$ cat config.mk
export PLATFORM = sky130hd
export DESIGN_NAME = fake_diff_serializer
export DESIGN_NICKNAME = d
export VERILOG_FILES = /design/src/rtl/fake_diff_serializer.sv
export SDC_FILE = /design/constraint.sdc
export NUM_CORES = 1
export LEC_CHECK = 0
export ABC_AREA = 1
export BUFFER_PORTS_ARGS = -buffer_cell sky130_fd_sc_hd__buf_2
export CAP_MARGIN = 20
export CORE_UTILIZATION = 53
export DETAILED_ROUTE_END_ITERATION = 10
export PLACE_DENSITY = 0.77
export SYNTH_ARGS = -nofsm -noshare
export SYNTH_HDL_FRONTEND = slang
export SYNTH_SLANG_ARGS = --single-unit
$ cat constraint.sdc
create_clock -name clk_shift -period 2.55 [get_ports clk_shift]
set_input_delay 0.255 -clock clk_shift [delete_from_list [all_inputs] [get_ports clk_shift]]
set_output_delay 0.255 -clock clk_shift [all_outputs]
set_load 0.01 [all_outputs]
$ cat src/rtl/fake_diff_serializer.sv
// TMDS serializer with fake-differential outputs and a DELAYF tap-tracking controller.
// Latency: word accepted in cycle t shows its first beat on out_p in t+2 and its last beat in t+1+N.
// Backpressure: in_ready pulses once per N cycles; a missing word replays the previous one and sets underflow.
module fake_diff_serializer #(
    parameter int C_channels = 4,
    parameter int C_ddr      = 1,
    parameter int C_bits     = 10,
    parameter int C_taps     = 127
) (
    input  logic                                          clk_shift,
    input  logic                                          rst,
    input  logic [C_channels*C_bits-1:0]                  in_data,
    input  logic                                          in_valid,
    output logic                                          in_ready,
    output logic                                          underflow,
    output logic [C_channels*((C_ddr != 0) ? 2 : 1)-1:0]  out_p,
    output logic [C_channels*((C_ddr != 0) ? 2 : 1)-1:0]  out_n,
    input  logic                                          dly_req,
    input  logic [7:0]                                    dly_ch,
    input  logic [6:0]                                    dly_target,
    input  logic                                          dly_rst,
    output logic                                          dly_busy,
    output logic                                          dly_done,
    output logic [6:0]                                    dly_tap,
    output logic [C_channels-1:0]                         move,
    output logic                                          loadn,
    output logic                                          dir
);

    localparam int B    = (C_ddr != 0) ? 2 : 1;
    localparam int N    = C_bits / B;
    localparam int CNTW = (N > 1) ? $clog2(N) : 1;
    localparam int CW   = (C_channels > 1) ? $clog2(C_channels) : 1;
    localparam logic [CNTW-1:0] CNT_LAST = CNTW'(N - 1);

    // ------------------------------------------------------------------
    // Serializer datapath
    // ------------------------------------------------------------------
    logic [CNTW-1:0]                     cnt_q, cnt_d;
    logic [C_channels-1:0][C_bits-1:0]   shift_q, shift_d;
    logic [C_channels-1:0][C_bits-1:0]   word_q, word_d;
    logic                                underflow_q, underflow_d;
    logic [C_channels*B-1:0]             out_p_q, out_p_d;
    logic [C_channels*B-1:0]             out_n_q, out_n_d;

    assign in_ready  = (cnt_q == CNT_LAST);
    assign underflow = underflow_q;
    assign out_p     = out_p_q;
    assign out_n     = out_n_q;

    // Beat counter and shifters: load (or replay) on the last beat, otherwise shift right by B.
    always_comb begin
        cnt_d       = cnt_q;
        shift_d     = shift_q;
        word_d      = word_q;
        underflow_d = underflow_q;
        if (cnt_q == CNT_LAST) begin
            cnt_d = '0;
            if (in_valid) begin
                shift_d = in_data;
                word_d  = in_data;
            end else begin
                // Replaying the last word keeps the link toggling with a sane pattern.
                shift_d     = word_q;
                underflow_d = 1'b1;
            end
        end else begin
            cnt_d = cnt_q + CNTW'(1);
            for (int c = 0; c < C_channels; c++) begin
                shift_d[c] = shift_q[c] >> B;
            end
        end
    end

    // Output pins take the low B bits of each shifter; complement pin is the inverse.
    always_comb begin
        out_p_d = '0;
        for (int c = 0; c < C_channels; c++) begin
            for (int b = 0; b < B; b++) begin
                out_p_d[c*B+b] = shift_q[c][b];
            end
        end
        out_n_d = ~out_p_d;
    end

    // Serializer state registers.
    always_ff @(posedge clk_shift) begin
        if (rst) begin
            cnt_q       <= CNT_LAST;
            shift_q     <= '0;
            word_q      <= '0;
            underflow_q <= 1'b0;
            out_p_q     <= '0;
            out_n_q     <= '1;
        end else begin
            cnt_q       <= cnt_d;
            shift_q     <= shift_d;
            word_q      <= word_d;
            underflow_q <= underflow_d;
            out_p_q     <= out_p_d;
            out_n_q     <= out_n_d;
        end
    end

    // ------------------------------------------------------------------
    // DELAYF tap tracking
    // ------------------------------------------------------------------
    typedef enum logic [2:0] {
        ST_IDLE,
        ST_ZERO,
        ST_STEP,
        ST_GAP,
        ST_DONE
    } state_t;

    state_t                           state_q, state_d;
    logic [CW-1:0]                    ch_q, ch_d;
    logic [6:0]                       target_q, target_d;
    logic                             dir_q, dir_d;
    logic                             gap_q, gap_d;
    logic [C_channels-1:0][6:0]       tap_q, tap_d;

    logic [6:0]    req_target;
    logic          req_ch_ok;
    logic [CW-1:0] req_ch;

    assign req_target = (dly_target > 7'(C_taps)) ? 7'(C_taps) : dly_target;
    assign req_ch_ok  = (dly_ch < 8'(C_channels));
    assign req_ch     = dly_ch[CW-1:0];

    assign dly_tap  = req_ch_ok ? tap_q[req_ch] : 7'd0;
    assign dly_busy = (state_q != ST_IDLE);
    // Gating with rst keeps the pins quiet and the hardware taps cleared during reset.
    assign dly_done = (state_q == ST_DONE) && !rst;
    assign move     = ((state_q == ST_STEP) && !rst) ? (C_channels'(1) << ch_q) : '0;
    assign loadn    = !(rst || (state_q == ST_ZERO));
    assign dir      = dir_q;

    // Delay FSM next-state: latch request, then alternate STEP/GAP until the tap matches.
    always_comb begin
        state_d  = state_q;
        ch_d     = ch_q;
        target_d = target_q;
        dir_d    = dir_q;
        gap_d    = gap_q;
        tap_d    = tap_q;
        case (state_q)
            ST_IDLE: begin
                if (dly_rst) begin
                    state_d = ST_ZERO;
                end else if (dly_req) begin
                    target_d = req_target;
                    if (!req_ch_ok) begin
                        state_d = ST_DONE;
                    end else begin
                        ch_d = req_ch;
                        if (req_target == tap_q[req_ch]) begin
                            state_d = ST_DONE;
                        end else begin
                            dir_d   = (req_target < tap_q[req_ch]);
                            state_d = ST_STEP;
                        end
                    end
                end
            end
            ST_ZERO: begin
                tap_d   = '0;
                state_d = ST_DONE;
            end
            ST_STEP: begin
                tap_d[ch_q] = dir_q ? (tap_q[ch_q] - 7'd1) : (tap_q[ch_q] + 7'd1);
                gap_d       = 1'b0;
                state_d     = ST_GAP;
            end
            ST_GAP: begin
                // Two idle cycles between MOVE pulses give DELAYF time to settle.
                if (gap_q) begin
                    state_d = (tap_q[ch_q] != target_q) ? ST_STEP : ST_DONE;
                end else begin
                    gap_d = 1'b1;
                end
            end
            ST_DONE: begin
                state_d = ST_IDLE;
            end
            default: begin
                state_d = ST_IDLE;
            end
        endcase
    end

    // Delay FSM registers; reset drops to IDLE with all taps zero to match LOADN.
    always_ff @(posedge clk_shift) begin
        if (rst) begin
            state_q  <= ST_IDLE;
            ch_q     <= '0;
            target_q <= '0;
            dir_q    <= 1'b0;
            gap_q    <= 1'b0;
            tap_q    <= '0;
        end else begin
            state_q  <= state_d;
            ch_q     <= ch_d;
            target_q <= target_d;
            dir_q    <= dir_d;
            gap_q    <= gap_d;
            tap_q    <= tap_d;
        end
    end

endmodule

==> qor.csv, run 1 <==
stage,metric,value,unit
global_routing,largest net degree at the start of global routing,46,
placement,PortBufs,92,
die,die height,108,um
timing,max frequency,452,MHz
detailed_routing,Post-route DRC,0,
synthesis,Mapped Area,5970,um^2
die,Chip Width,108,um
die,row count,38,
timing,Fin Clk Skew,0.00989,ns
final_layout,Layout area overhead,23.8,%
power,sequential share of power,0.448,
final_layout,layout filler cell count,887,
power,power per standard cell area,782,nW/um^2
power,switching part of the total power,0.269,
timing,worst-margin pin slew,0.465,ns
die,initial cell density of the core,0.548,
detailed_routing,drt total wl,14600,um
synthesis,syn_nets,867,
worst_setup_path,Worst setup EP type,flop,
power,internal power,4220,uW
worst_setup_path,"Max FO, Critical Path",17,
detailed_routing,DR pass1 iterations,7,
global_routing,first-pass GRT wire length,23700,um
worst_setup_path,R2R Path Start,ch_q[0],
timing,Post-Route Setup TNS,0,ns
power,clock share of power,0.402,
synthesis,yosys warns,0,
timing,Final Max Tran Viols,0,
hold_path,Hold WC Path Type,input port to flop,
die,Core Area,10900,um^2
cts,"Reg clk slew, reported paths",0.06,ns
timing,final setup violation count,0,
hold_path,hold path startpoint,in_data[0],
worst_setup_path,kind of critical path,flop to flop,
final_layout,"commonest non-fill, non-tap cell in the layout",nand2_1,
worst_setup_path,CP startpoint,ch_q[0],
final_layout,Storage cell area,2840,um^2
global_routing,grt ovf,0,
placement,post-place setup slack,0.222,ns
final_layout,area of the multi-input gates,2480,um^2
synthesis,Yosys cell types,33,
cts,clock sink total,142,
timing,Slew headroom,0.690,
detailed_routing,Final ANT Viol Nets,0,
global_routing,vias in the first global route,5169,
global_routing,gr usage total,0.265,
cts,TritonCTS buffer count,17,
die,IO Count,93,
timing,fin crit share,0.867,
placement,GP Congestion,0.930,
worst_setup_path,critical path data required time,3.01,ns
cts,CTS Buffer Depth,2,
cts,clock root cell,clkbuf_8,
worst_setup_path,flop-to-flop setup slack,0.34,ns
power,VDD IR-drop max,714,uV
timing,final hold violations,0,
timing,RSZ-0062 raised after global routing,no,
die,area of the die,11700,um^2
final_layout,most frequent cells in the layout,"nand2_1, dfxtp_1, inv_1",
synthesis,synthesized area per cell,7.54,um^2
cts,clock latency on the worst-skew pair,0.53,ns
power,P_sw,1560,uW
detailed_routing,vias per inst,5.19,
cts,TritonCTS clock tree,built,
detailed_routing,DR WL/cell,13.8,um
final_layout,# diodes,0,
timing,fin crit period,2.21,ns
worst_setup_path,critical path launch point type,flop,
synthesis,synthesized flop and latch total,142,
detailed_routing,detailed-route via count,5496,
worst_setup_path,Critical Path AT,2.67,ns
global_routing,antenna violations before repair,0,
placement,dpl hpwl,9730,um
job,Max Cap Viol,0,
status,status,completed,
synthesis,sequential area share after synthesis,0.476,
synthesis,synthesized instance count,792,
timing,setup ws final,0.338,ns
power,LEAKAGE,0.00352,uW
final_layout,proportion of layout cells with a drive suffix above 1,0.172,
detailed_routing,DRT iter0 DRCs,363,
power,combinational power share,0.151,
final_layout,nets,982,
cts,Clock H-tree levels,4,
[final cells by class]
type | count | area share
Sequential cell | 142 | 0.385
Clock buffer | 20 | 0.0589
Tap cell | 140 | 0.0237
Inverter | 124 | 0.0630
Clock inverter | 10 | 0.0154
Multi-Input combinational cell | 486 | 0.336
Timing Repair Buffer | 136 | 0.119
[final timing paths]
kind / to / cells past startpoint
hold / removal: out_p_d[0] / 3
setup reg to reg: tap_q[13] / 14
setup / recovery: tap_q[13] / 14
hold reg to reg: out_n[6] / 1
[Yosys cell counts (all sizes together)]
cell type  count  share of area
nor4           1         0.0010
fa             1         0.0034
inv          123          0.077
nand3b         3         0.0044
a21oi         39          0.033
o21a           1         0.0013
nand2        194           0.12
ha            14          0.029
clkbuf        26          0.016
xor2           1         0.0027
o2111ai        1         0.0015
nand3         51          0.043
o21ai         79          0.066
buf           14          0.014
a22oi          5         0.0063
xnor2          5         0.0086
dfxtp        142           0.48
nor3           4         0.0050
o211ai        32          0.040
nor2          33          0.022
nand4          4         0.0042
o22ai         18          0.019
clkinv         1        0.00063
[sequential cells by signal (all words and copies together) (netlist names), 3 cells and up]
| signal | cells |
|---|---|
| out_p_d | 8 |
| cnt_q | 3 |
| word_q | 40 |
| shift_q | 32 |
| target_q | 7 |
| out_p | 8 |
| state_q | 3 |
| tap_q | 28 |
| out_n | 8 |
[per-stage QoR]
stage	utilization	total power, uW	hold slack, ns	cells	cell area, um^2
6_report	0.679	5780	0.0216	1058	7390
5_1_grt	0.679	6060	0.0309	1058	7390
4_1_cts	0.679	5810	0.00157	1058	7390
3_5_place_dp	0.602	3450	0.377	999	6550
3_3_place_gp	0.602	3440	0.378	999	6550
2_1_floorplan	-	3170	0.371	792	5970
[critical path: stages, from the launching register on]
cell and delay, ns:
dfxtp_2 0.48, inv_2 0.07, nand2_1 0.06, nand2_1 0.04, nand2_1 0.07, nand2_1 0.11, fa_1 0.45, nand3_1 0.09
nand2_1 0.09, nand2_1 0.07, nand2_1 0.06, a21oi_1 0.21, xnor2_2 0.18, nand2_1 0.08, o21ai_1 0.08
[repair_timing]
action,in CTS,in global routing
setup endpoints to repair,0,4
hold endpoints to repair,35,0
setup buffers,0,0
resized for setup,0,1
hold buffers,29,0
[power by group through the flow]
stage	sequential, uW	combinational [uW]	clock (uW)
2_1_floorplan	2630	546	0
3_3_place_gp	2620	816	0
3_5_place_dp	2630	824	0
4_1_cts	2580	866	2360
5_1_grt	2610	993	2450
6_report	2590	871	2320
[cells by family (layout without fill, tap and decap cells)]
group | count (synthesis) | count (layout) | share of synthesized area
AOI/OAI and AO/OA | 175 | 175 | 0.168
DFF | 142 | 142 | 0.476
adders and majority gates | 15 | 15 | 0.0327
xor gates and xnor gates | 6 | 6 | 0.0113
buffers and inverters | 164 | 290 | 0.109
and+or+nand+nor | 290 | 290 | 0.204
[routing by layer]
layer / GRT usage / share of wire
met5: 0 / 0
met4: 0.123 / 0.035
met3: 0.0820 / 0.068
met2: 0.429 / 0.47
met1: 0.321 / 0.43
No activity file was read; power rests on OpenSTA's default activity.
==> run 2, diff against run 1 <==
--- a/config.mk
+++ b/config.mk
@@ -8,9 +8,11 @@
 export ABC_AREA = 1
 export BUFFER_PORTS_ARGS = -buffer_cell sky130_fd_sc_hd__buf_2
 export CAP_MARGIN = 20
-export CORE_UTILIZATION = 53
+export CELL_PAD_IN_SITES_DETAIL_PLACEMENT = 0
+export CELL_PAD_IN_SITES_GLOBAL_PLACEMENT = 1
+export CORE_UTILIZATION = 41
 export DETAILED_ROUTE_END_ITERATION = 10
-export PLACE_DENSITY = 0.77
+export PLACE_DENSITY = 0.81
 export SYNTH_ARGS = -nofsm -noshare
 export SYNTH_HDL_FRONTEND = slang
 export SYNTH_SLANG_ARGS = --single-unit
==> run 2 against run 1 <==
Against the previous run: critical path depth shrank 3; cell area shrank 1.7%; hold slack gained 0.079 ns; clock power grew 11%.
==> qor.csv, run 2 (synthesis results as in run 1) <==
stage,metric,value,unit
die,Chip Width,123,um
power,LEAKAGE,0.00347,uW
detailed_routing,Final ANT Viol Nets,0,
worst_setup_path,CP startpoint,ch_q[0],
timing,worst-margin pin slew,0.720,ns
cts,"Reg clk slew, reported paths",0.06,ns
timing,Post-Route Setup TNS,0,ns
placement,GP Congestion,0.954,
worst_setup_path,R2R Path Start,ch_q[0],
cts,hold-fix buffers at CTS,0,
timing,Final Max Tran Viols,0,
hold_path,Hold WC Path Type,input port to flop,
worst_setup_path,r2r worst-path depth,11,
timing,fin crit share,0.881,
worst_setup_path,critical path launch point type,flop,
die,row count,43,
detailed_routing,detailed-route via count,5460,
placement,PortBufs,92,
timing,Fin Clk Skew,0.00644,ns
cts,clock latency on the worst-skew pair,0.42,ns
detailed_routing,DR WL/cell,14.5,um
worst_setup_path,Worst setup EP type,flop,
detailed_routing,drt total wl,15600,um
die,area of the die,15000,um^2
placement,post-placement cell count,1044,
worst_setup_path,RR Endpoint,tap_q[11],
power,internal power,4410,uW
timing,final setup violation count,0,
global_routing,antenna violations before repair,1,
timing,Slew headroom,0.519,
placement,post-place setup slack,0.134,ns
die,Core Area,14000,um^2
worst_setup_path,kind of critical path,flop to flop,
timing,fin crit period,2.25,ns
global_routing,first-pass GRT wire length,24700,um
detailed_routing,DRT iter0 DRCs,417,
final_layout,final std cells w/o fill,1077,
global_routing,gr usage total,0.215,
worst_setup_path,"Max FO, Critical Path",19,
final_layout,Regs by FF count,"word_q x40, shift_q x32, tap_q x28",
power,Pwr Total,6000,uW
timing,setup ws final,0.304,ns
cts,TritonCTS buffer count,17,
final_layout,proportion of layout cells with a drive suffix above 1,0.186,
final_layout,nets,958,
job,Max Cap Viol,0,
final_layout,"commonest non-fill, non-tap cell in the layout",nand2_1,
detailed_routing,vias per inst,5.07,
cts,CTS Buffer Depth,2,
timing,max frequency,445,MHz
cts,clock root cell,clkbuf_16,
final_layout,max reg flops,40,
die,IO Count,93,
placement,dpl hpwl,11000,um
cts,Clock H-tree levels,4,
power,sequential share of power,0.430,
cts,TritonCTS clock tree,built,
cts,clock sink total,142,
power,power per standard cell area,826,nW/um^2
power,switching part of the total power,0.266,
die,die height,123,um
timing,RSZ-0062 raised after global routing,no,
detailed_routing,DR pass1 iterations,5,
worst_setup_path,Critical Path AT,2.52,ns
worst_setup_path,flop-to-flop setup slack,0.30,ns
final_layout,most frequent cells in the layout,"nand2_1, dfxtp_1, inv_1",
detailed_routing,Post-route DRC,0,
timing,final hold violations,0,
timing,hold slack,0.100,ns
power,clock share of power,0.430,
power,VDD IR-drop max,502,uV
status,status,completed,
global_routing,grt ovf,0,
global_routing,vias in the first global route,4949,
die,initial cell density of the core,0.425,
final_layout,Top reg by flops,word_q,
final_layout,Layout area overhead,21.7,%
power,combinational power share,0.139,
worst_setup_path,CP Capture Point,tap_q[11],
global_routing,largest net degree at the start of global routing,44,
power,P_sw,1600,uW
worst_setup_path,critical path data required time,2.83,ns
run 2: changes by cell type in the layout (fill, tap and decap cells not counted), sizes merged:
cell / before / now
bufinv: 2 / 3
inv: 125 / 126
dlygate4sd3: 29 / 0
diode: 0 / 1
buf: 107 / 112
run 2: routing by layer:
layer | up-vias | GRT usage | share of wire
li1 | 2757 | - | -
met1 | 2521 | 0.298 | 0.48
met2 | 165 | 0.321 | 0.44
met3 | 17 | 0.0604 | 0.068
met4 | 0 | 0.0663 | 0.014
met5 | - | 0 | 0
run 2: power groups by stage:
| stage | clock (uW) | combinational (uW) | sequential, uW |
|---|---|---|---|
| after global placement | 0 | 819 | 2620 |
| after global routing | 2720 | 963 | 2610 |
| after floorplan | 0 | 546 | 2630 |
| final | 2580 | 837 | 2580 |
| after detailed placement | 0 | 843 | 2630 |
| after CTS | 2620 | 847 | 2580 |
run 2: worst min-delay path by stage:
stage                      startpoint           to  cells past startpoint
after floorplan            out_p_d[0]     out_n[0]                      1
after global placement     out_p_d[3]     out_n[3]                      1
after detailed placement   out_p_d[3]     out_n[3]                      1
after CTS                 in_data[35]  shift_q[35]                      3
after global routing      in_data[35]  shift_q[35]                      3
final                      in_data[3]   shift_q[3]                      3
run 2: final cells by class:
type / count / area, um^2
fillers: 1352 / 6780
inverters: 124 / 465
diodes: 1 / 2.50
repair buffers: 112 / 623
flip-flops and latches: 142 / 2840
clock inverters: 12 / 156
clock buffers: 20 / 467
multi-input cells: 486 / 2480
well taps: 180 / 225
run 2: timing repair:
item                                    4_1_cts  5_1_grt
endpoints found under the setup margin        0        8
buffers inserted                              0        0
gates resized for setup                       0        1
hold endpoints to repair                      0        0
run 2: per-stage QoR:
step / utilization / cell area (um^2)
after floorplan: - / 5970
after global placement: 0.473 / 6640
after detailed placement: 0.473 / 6640
after CTS: 0.517 / 7260
after global routing: 0.517 / 7260
final: 0.517 / 7260
run 2: worst max-delay path, cell delays in order, from the launching register on:
cell	delay (ns)
dfxtp_2	0.43
buf_4	0.20
nand2_1	0.07
nand2_1	0.05
nand2_1	0.07
nand2_1	0.09
fa_1	0.43
nand3_1	0.08
nand2_1	0.07
buf_4	0.14
xnor2_1	0.33
o22ai_1	0.15
==> run 3, diff against run 2 <==
--- a/config.mk
+++ b/config.mk
@@ -6,10 +6,11 @@
 export NUM_CORES = 1
 export LEC_CHECK = 0
 export ABC_AREA = 1
-export BUFFER_PORTS_ARGS = -buffer_cell sky130_fd_sc_hd__buf_2
+export BUFFER_PORTS_ARGS = -buffer_cell sky130_fd_sc_hd__clkbuf_2
 export CAP_MARGIN = 20
 export CELL_PAD_IN_SITES_DETAIL_PLACEMENT = 0
 export CELL_PAD_IN_SITES_GLOBAL_PLACEMENT = 1
+export CORE_MARGIN = 4
 export CORE_UTILIZATION = 41
 export DETAILED_ROUTE_END_ITERATION = 10
 export PLACE_DENSITY = 0.81
==> run 3 against run 2 <==
Against the previous run: critical path depth grew 4; clock power is 3% lower; largest cell class unchanged; flip-flop and latch count unchanged; critical endpoint is now tap_q[13].
==> qor.csv, run 3 (synthesis results as in run 1) <==
stage,metric,value,unit
worst_setup_path,Worst setup EP type,flop,
power,LEAKAGE,0.00343,uW
timing,max frequency,422,MHz
placement,GP Congestion,0.897,
worst_setup_path,critical path launch point type,flop,
status,status,completed,
detailed_routing,Final ANT Viol Nets,0,
final_layout,Layout area overhead,20.8,%
detailed_routing,Post-route DRC,0,
cts,CTS Buffer Depth,2,
cts,hold-fix buffers at CTS,0,
die,Chip Width,129,um
final_layout,max reg flops,40,
cts,TritonCTS clock tree,built,
final_layout,# diodes,0,
timing,setup ws final,0.181,ns
placement,post-place setup slack,0.0958,ns
job,Max Cap Viol,0,
global_routing,first-pass GRT wire length,25700,um
cts,TritonCTS buffer count,17,
worst_setup_path,critical path data required time,2.89,ns
global_routing,antenna violations before repair,0,
cts,clock root cell,clkbuf_16,
global_routing,vias in the first global route,5104,
timing,fin crit share,0.929,
hold_path,Hold WC Path Type,input port to flop,
worst_setup_path,"Max FO, Critical Path",7,
cts,clock latency on the worst-skew pair,0.42,ns
final_layout,Regs by FF count,"word_q x40, shift_q x32, tap_q x28",
final_layout,area of the multi-input gates,2490,um^2
final_layout,final core occ,0.512,
cts,post-CTS sizing,0,
cts,Clock H-tree levels,4,
cts,clock sink total,142,
detailed_routing,DRT iter0 DRCs,414,
global_routing,grt ovf,0,
timing,Final Max Tran Viols,0,
die,Core Area,14100,um^2
timing,fin crit period,2.37,ns
detailed_routing,DR pass1 iterations,7,
global_routing,gr usage total,0.197,
die,die height,129,um
placement,dpl hpwl,11900,um
final_layout,proportion of layout cells with a drive suffix above 1,0.183,
timing,final setup violation count,0,
timing,worst-margin pin slew,0.984,ns
power,power per standard cell area,818,nW/um^2
final_layout,"commonest non-fill, non-tap cell in the layout",nand2_1,
final_layout,Top reg by flops,word_q,
worst_setup_path,Critical Path AT,2.71,ns
global_routing,largest net degree at the start of global routing,43,
timing,Post-Route Setup TNS,0,ns
final_layout,Storage cell area,2840,um^2
detailed_routing,vias per inst,5.11,
detailed_routing,detailed-route via count,5481,
cts,"Reg clk slew, reported paths",0.07,ns
final_layout,most frequent cells in the layout,"nand2_1, dfxtp_1, inv_1",
timing,final hold violations,0,
worst_setup_path,kind of critical path,flop to flop,
timing,RSZ-0062 raised after global routing,no,
detailed_routing,drt total wl,16400,um
detailed_routing,DR WL/cell,15.3,um
die,initial cell density of the core,0.423,
final_layout,layout filler cell count,1399,
cts,postcts setup bufs,0,
placement,PortBufs,92,
final_layout,nets,956,
die,row count,43,
power,VDD IR-drop max,598,uV
die,area of the die,16600,um^2
die,IO Count,93,
timing,Slew headroom,0.343,
timing,Fin Clk Skew,0.00973,ns
==> run 3: cell types whose count changed in the layout (fill, tap and decap cells not counted), sizes merged, moves of 2 or more <==
cell / delta
buf: -94
inv: +3
clkbuf: +90
clkinv: -2
==> run 3: worst paths after layout <==
path | start | to | slack (ns) | cells past startpoint
max | ch_q[0] | tap_q[13] | 0.18 | 15
min reg2reg | out_p_d[4] | out_n[4] | 0.39 | 1
min | in_data[5] | shift_q[5] | 0.09 | 3
max reg2reg | ch_q[0] | tap_q[13] | 0.18 | 15
==> run 3: power breakdown <==
part,internal (uW),total [uW],leakage (uW),switching [uW]
Clock,1490,2490,0.000286,1000
Sequential,2500,2580,0.00116,80.4
Combinational,265,827,0.00198,561
==> run 3: layout make-up <==
type,instances,share of cell area
flip-flops and latches,142,0.394
multi-input cells,486,0.345
repair buffers,110,0.0826
inverters,124,0.0645
clock buffers,18,0.0609
well taps,180,0.0312
clock inverters,13,0.0217
==> run 3: routing by layer <==
metal	global-route usage	wire [um]	share of wire	vias up
met5	0	0	0	-
met4	0.0655	209	0.013	0
met3	0.0523	948	0.058	17
met2	0.297	7320	0.45	161
met1	0.276	7960	0.48	2564
li1	-	-	-	2739
==> run 3: stage by stage <==
stage                     cell area (um^2)  power [uW]  hold slack, ns  instances
after detailed placement              6620        3460           0.378       1042
after global routing                  7210        6190          0.0968       1073
after CTS                             7210        5950          0.0767       1073
final                                 7210        5900          0.0918       1073
after global placement                6620        3430           0.374       1042
after floorplan                       5970        3170           0.371        792
==> run 3: worst max-delay path: stages, from the launching register on <==
cell and delay [ns]:
dfxtp_1 0.42, buf_4 0.19, inv_2 0.05, nand2_1 0.05, nand2_1 0.06, nand2_1 0.07
nand2_1 0.11, fa_1 0.45, nand3_1 0.09, nand2_1 0.09, nand2_1 0.07, nand2_1 0.06
a21oi_1 0.22, xnor2_2 0.20, nand2_1 0.08, o21ai_1 0.10
